File: src/rtl/heater_sched_pkg.sv
// rtl/heater_sched_pkg.sv - shared state encoding and sizing helpers for the heater scheduler
package heater_sched_pkg;

    typedef enum logic [2:0] {
        IDLE,
        FILL,
        HEAT,
        DRAIN,
        COOL,
        DONE
    } hs_state_e;

    localparam int HS_MAX_N_REQ = 8;

    // Counter must hold the largest preload: dwell-1, FILL-1, DRAIN-1 or COOL-1.
    function automatic int hs_cnt_width(input int dwell_w, input int fill, input int drain,
                                        input int cool);
        int w;
        w = dwell_w;
        if ($clog2(fill + 1) > w)  w = $clog2(fill + 1);
        if ($clog2(drain + 1) > w) w = $clog2(drain + 1);
        if ($clog2(cool + 1) > w)  w = $clog2(cool + 1);
        return w;
    endfunction

endpackage

File: src/rtl/rr_arbiter.sv
// rtl/rr_arbiter.sv - combinational round-robin pick starting at ptr, wrapping N-1 to 0
module rr_arbiter #(
    parameter int N  = 4,
    parameter int IW = (N > 1) ? $clog2(N) : 1
) (
    input  logic [N-1:0]  req,
    input  logic [IW-1:0] ptr,
    output logic [N-1:0]  gnt,
    output logic [IW-1:0] idx
);

    logic found;

    always_comb begin
        gnt   = '0;
        idx   = '0;
        found = 1'b0;
        for (int off = 0; off < N; off++) begin
            int j;
            j = int'(ptr) + off;
            if (j >= N) j = j - N;
            if (!found && req[j]) begin
                found  = 1'b1;
                gnt[j] = 1'b1;
                idx    = IW'(j);
            end
        end
    end

endmodule

File: src/rtl/heater_scheduler.sv
// rtl/heater_scheduler.sv - round-robin fill/heat/drain sequencer for one shared heater
// Optional cool-down phase after drain: HEATER_SCHED_COOLDOWN_EN
module heater_scheduler
    import heater_sched_pkg::*;
#(
    parameter int N_REQ        = 4,
    parameter int DWELL_W      = 16,
    parameter int FILL_CYCLES  = 8,
    parameter int DRAIN_CYCLES = 8,
    parameter int COOL_CYCLES  = 4
) (
    input  logic                       clk,
    input  logic                       rst,
    input  logic [N_REQ-1:0]           req,
    input  logic [N_REQ*DWELL_W-1:0]   dwell,
    output logic [N_REQ-1:0]           grant,
    output logic                       valve_in_en,
    output logic                       heater_en,
    output logic                       valve_out_en,
    output logic [N_REQ-1:0]           done,
    output logic                       busy
);

    localparam int IW = $clog2(N_REQ);
    localparam int CW = hs_cnt_width(DWELL_W, FILL_CYCLES, DRAIN_CYCLES, COOL_CYCLES);

    hs_state_e          state_q, state_d;
    logic [CW-1:0]      cnt_q, cnt_d;
    logic [IW-1:0]      ptr_q, ptr_d;
    logic [IW-1:0]      win_q, win_d;
    logic [N_REQ-1:0]   grant_q, grant_d;
    logic [DWELL_W-1:0] dwell_q, dwell_d;

    logic [N_REQ-1:0]   arb_gnt;
    logic [IW-1:0]      arb_idx;
    logic [DWELL_W-1:0] dwell_sel;

    rr_arbiter #(.N(N_REQ), .IW(IW)) u_arb (
        .req (req),
        .ptr (ptr_q),
        .gnt (arb_gnt),
        .idx (arb_idx)
    );

    assign dwell_sel = dwell[arb_idx*DWELL_W +: DWELL_W];

    always_ff @(posedge clk) begin
        if (rst) begin
            state_q <= IDLE;
            cnt_q   <= '0;
            ptr_q   <= '0;
            win_q   <= '0;
            grant_q <= '0;
            dwell_q <= '0;
        end else begin
            state_q <= state_d;
            cnt_q   <= cnt_d;
            ptr_q   <= ptr_d;
            win_q   <= win_d;
            grant_q <= grant_d;
            dwell_q <= dwell_d;
        end
    end

    always_comb begin
        state_d = state_q;
        cnt_d   = cnt_q;
        ptr_d   = ptr_q;
        win_d   = win_q;
        grant_d = grant_q;
        dwell_d = dwell_q;
        case (state_q)
            IDLE: begin
                if (|req) begin
                    state_d = FILL;
                    grant_d = arb_gnt;
                    win_d   = arb_idx;
                    // A zero dwell still gets one heater cycle.
                    dwell_d = (dwell_sel == '0) ? DWELL_W'(1) : dwell_sel;
                    cnt_d   = CW'(FILL_CYCLES - 1);
                end
            end
            FILL: begin
                if (cnt_q == '0) begin
                    state_d = HEAT;
                    cnt_d   = CW'(dwell_q) - CW'(1);
                end else begin
                    cnt_d = cnt_q - CW'(1);
                end
            end
            HEAT: begin
                if (cnt_q == '0) begin
                    state_d = DRAIN;
                    cnt_d   = CW'(DRAIN_CYCLES - 1);
                end else begin
                    cnt_d = cnt_q - CW'(1);
                end
            end
            DRAIN: begin
                if (cnt_q == '0) begin
`ifdef HEATER_SCHED_COOLDOWN_EN
                    state_d = COOL;
                    cnt_d   = CW'(COOL_CYCLES - 1);
`else
                    state_d = DONE;
`endif
                end else begin
                    cnt_d = cnt_q - CW'(1);
                end
            end
            COOL: begin
`ifdef HEATER_SCHED_COOLDOWN_EN
                if (cnt_q == '0) begin
                    state_d = DONE;
                end else begin
                    cnt_d = cnt_q - CW'(1);
                end
`else
                state_d = IDLE;
`endif
            end
            DONE: begin
                state_d = IDLE;
                grant_d = '0;
                ptr_d   = (win_q == IW'(N_REQ - 1)) ? '0 : win_q + IW'(1);
            end
            default: state_d = IDLE;
        endcase
    end

    assign grant        = grant_q;
    assign valve_in_en  = (state_q == FILL);
    assign heater_en    = (state_q == HEAT);
    assign valve_out_en = (state_q == DRAIN);
    assign done         = (state_q == DONE) ? grant_q : '0;
    assign busy         = (state_q != IDLE);

endmodule

File: config.mk
export PLATFORM = sky130hd
export DESIGN_NAME = heater_scheduler
export DESIGN_NICKNAME = d
export VERILOG_FILES = /design/src/rtl/heater_sched_pkg.sv /design/src/rtl/rr_arbiter.sv /design/src/rtl/heater_scheduler.sv
export SDC_FILE = /design/constraint.sdc
export NUM_CORES = 1
export LEC_CHECK = 0
export CAP_MARGIN = 10
export CORE_MARGIN = 10
export CORE_UTILIZATION = 36
export DETAILED_ROUTE_END_ITERATION = 10
export DONT_BUFFER_PORTS = 1
export HOLD_SLACK_MARGIN = 0.1
export PLACE_DENSITY = 0.61
export SYNTH_ARGS = -nofsm -noshare
export SYNTH_HDL_FRONTEND = slang
export SYNTH_SLANG_ARGS = --single-unit
File: constraint.sdc
create_clock -name clk -period 8.4 [get_ports clk]
set_input_delay 1.68 -clock clk [delete_from_list [all_inputs] [get_ports clk]]
set_output_delay 1.68 -clock clk [all_outputs]
set_load 0.01 [all_outputs]
==> results summary <==
The number of different library cells in the post-synthesis netlist is 52. The clock period minus final worst setup slack is 3.74 ns. The x dimension of the die came out at 117 µm.

The leading area contributor after synthesis is dfxtp_1. The multiplexer area fraction after synthesis is 1.75%. The site row count is 35.

The post-synthesis xor/xnor area fraction is 5.73%. The via count of the first global-routing pass is 3305. Synthesis inferred 43 register bits. Summing every instance area after synthesis gives 0.00336 mm².

The worst max-slew margin expressed relative to the limit came out at 22.3%. The tightest min-delay check is of the reg2reg type. The aggregate global routing overflow came out at 0. The share of the core filled with cells came out at 37.9%. From bottom edge to top edge, the die measures between 100 and 150 µm.

The arrival time at the worst endpoint came out at 3.94 ns. The worst setup path is captured at a flop. The final-report max-slew violation count is 0. The number of clock sinks came out at 43. Yosys mapped a number of flops with a built-in enable equal to 0. The most used flip-flop cell after synthesis is dfxtp_1. After synthesis, the largest family of logic cells by area is compound AO/OA/AOI/OAI gates. Once detail routing completed, the nets flagged for antenna violations numbered 0. The hold violation count in the final report is 0. The root cell of the clock tree is clkbuf_8. The placeable core region came out at 0.00915 mm². The total routing resource utilization after global routing is 13.9%. After detailed routing, the number of remaining DRC violations is 0. The final layout contains around 530 nets.

Sequential elements use approximately a quarter of the synthesized area. In the synthesized netlist the async set-or-reset flop fraction comes to 0%. Along the worst path, the maximum fanout reaches 33. The final antenna diode count came out at 0. The number of DRC markers in iteration 0 came out at 222. Timing would allow up to roughly 270 MHz. Setup repair after global routing left no endpoint under its margin.

Post-CTS repair changed the size of 0 cells. After clock tree synthesis, the clock-pin slew on the worst setup and hold paths is 0.09 ns. The setup TNS is 0 ns. The routed wire length per instance is 16.8 µm. The via count of the routed design came out at between 3k and 4k. The final setup slack of the worst path is between 4 and 5 ns.

Synthesis produced 476 cells. The count of port buffers added during placement came out at 0. In the post-synthesis netlist, the biggest area contributors are dfxtp_1 26%, nor2_1 7.1%, o21ai_0 6.8%. Cells with a size suffix above 1 make up under 10% of the layout. The layout overhead on the synthesized area is 3.12%. The initial antenna violation count came out at 0. The maximum number of pins on one net before global-route repair came out at 45. At the worst endpoint, the required time is about 8.6 ns. The die area is 0.0136 mm². The area share of and/or/nand/nor cells after synthesis is approximately 26%. The largest buffer count on any clock path came out at 2. The count of yosys warnings during synthesis is 0. The first detailed-routing pass ran for 6 iterations. The clock insertion delay at the later pin of the skew report is approximately 0.3 ns.

TritonCTS built the clock tree. The average vias per placed instance is 6.09. Timing analysis after detailed placement gives a worst setup slack of between 4 and 5 ns. The detailed placement HPWL is 6990 µm.

STA classifies the critical path startpoint as a flop. The I/O pin count came out at 82. The final worst hold slack is 0.503 ns. The transition time at the pin with the least slew margin came out at 1.17 ns. The number of buffers inserted to repair setup after CTS came out at 0.

The global-route wire length before repair is 15900 µm. The last weighted congestion value of the routability-driven placer came out at ~0.82. The post-synthesis adder-cell area fraction came out at 3.27%.

The area share of the leading cell type in the synthesized netlist is roughly a quarter. The number of H-tree levels is 2. Summed over all layers, the routed wires come to 9410 µm. The total nets after synthesis came out at 554. The run finished with clean final reports. The final setup skew is 0.00880 ns. The number of buffers inserted by hold repair at cts came out at 0. The static leakage power came out at 1.16 nW. The initial utilization of the core area, before any placement, comes to 36.8%.

A synthesized cell averages 7.07 µm². The worst setup path is of the reg2reg kind. The complex-gate fraction of the synthesized area is 31.8%. The power density over cell area is 293 mW/mm².

The post-route fraction of the period consumed by the critical path came out at 44.5%. The number of maximum-capacitance violations came out at 0. The peak supply drop is 0.0885 mV.

In this run, CTS created clock tree buffers numbering 5. The count of final setup violators is 0.
==> worst max-delay path: stages (launching register included) <==
cell	delay, ns
dfxtp_1	0.75
inv_2	0.16
ha_1	0.54
inv_1	0.10
o21bai_1	0.26
o31a_1	0.96
nand3_1	0.16
a32o_1	0.34
nand4_1	0.11
o41ai_1	0.09
o21a_1	0.17
==> final timing paths <==
path | from | to | slack [ns] | cells after the start
hold / removal | win_q[1]$_SDFFE_PP0P_ | win_q[1]$_SDFFE_PP0P_ | 0.50 | 2
setup / recovery | ptr_q[0]$_SDFFE_PP0P_ | dwell_q[0]$_SDFFE_PP0P_ | 4.66 | 10
hold reg to reg | win_q[1]$_SDFFE_PP0P_ | win_q[1]$_SDFFE_PP0P_ | 0.50 | 2
setup reg to reg | ptr_q[0]$_SDFFE_PP0P_ | dwell_q[0]$_SDFFE_PP0P_ | 4.66 | 10
==> kinds of logic after synthesis <==
kind of cell,Yosys count
and+or+nand+nor,182
AOI/OAI and AO/OA,167
buffers and inverters,49
DFF,43
xor gates and xnor gates,22
adders and majority gates,9
muxes,4
==> cell usage in the layout (no fill, tap or decap), drive strengths merged, types with 5 or more instances in the layout <==
cell    count
nor2       64
o21ai      46
dfxtp      43
a21oi      39
nand2      31
nand3      26
a31oi      19
a32o       18
nor3       17
xnor2      15
a22oi      12
inv        10
o22ai       9
nor2b       8
ha          8
xor2        7
and2        6
nor4        6
a221oi      5
clkbuf      5
==> power by group <==
part           total (mW)  switching, mW  internal, mW
registers           0.321         0.0671         0.254
clock network       0.139         0.0795        0.0596
logic               0.556          0.339         0.218
total                1.02          0.485         0.531
==> synthesized netlist by cell type, types with 9 or more instances <==
library cell,n
a21oi_1,39
dfxtp_1,43
nand2_1,31
nor3_1,17
nor2_1,64
a31oi_1,19
o21ai_0,46
a22oi_1,12
clkbuf_1,30
nand3_1,26
o22ai_1,9
a32o_1,18
xnor2_1,15
==> flip-flops by register name, indices dropped and copies added (netlist names) <==
register and cells:
dwell_q 16, grant 4, cnt_q 16, ptr_q 2
win_q 2, state_q 3
==> metrics by stage <==
| stage | cells | cell area [µm²] | total power, mW |
|---|---|---|---|
| final | 559 | 3470 | 1.02 |
| after global placement | 551 | 3380 | 0.866 |
| after global routing | 559 | 3470 | 1.11 |
| after detailed placement | 551 | 3380 | 0.879 |
| after floorplan | 476 | 3360 | 0.772 |
| after CTS | 559 | 3470 | 1.02 |
==> per-layer routing <==
layer	global-route usage (%)	part of all wire, %	up-vias
met3	5.44	9.2	8
met1	17.4	45	1582
met4	3.21	0.91	0
met2	21.9	45	109
met5	0	0	-
li1	-	-	1705
==> cell type report <==
| type | instances | area (µm²) |
|---|---|---|
| clock buffer | 5 | 68.8 |
| clock inverter | 3 | 23.8 |
| fill | 944 | 5680 |
| inverter | 9 | 33.8 |
| multi-input combinational | 384 | 2310 |
| sequential | 43 | 861 |
| tap | 111 | 139 |
| timing repair buffer | 4 | 30.0 |
(Power assumes the default switching activity.)
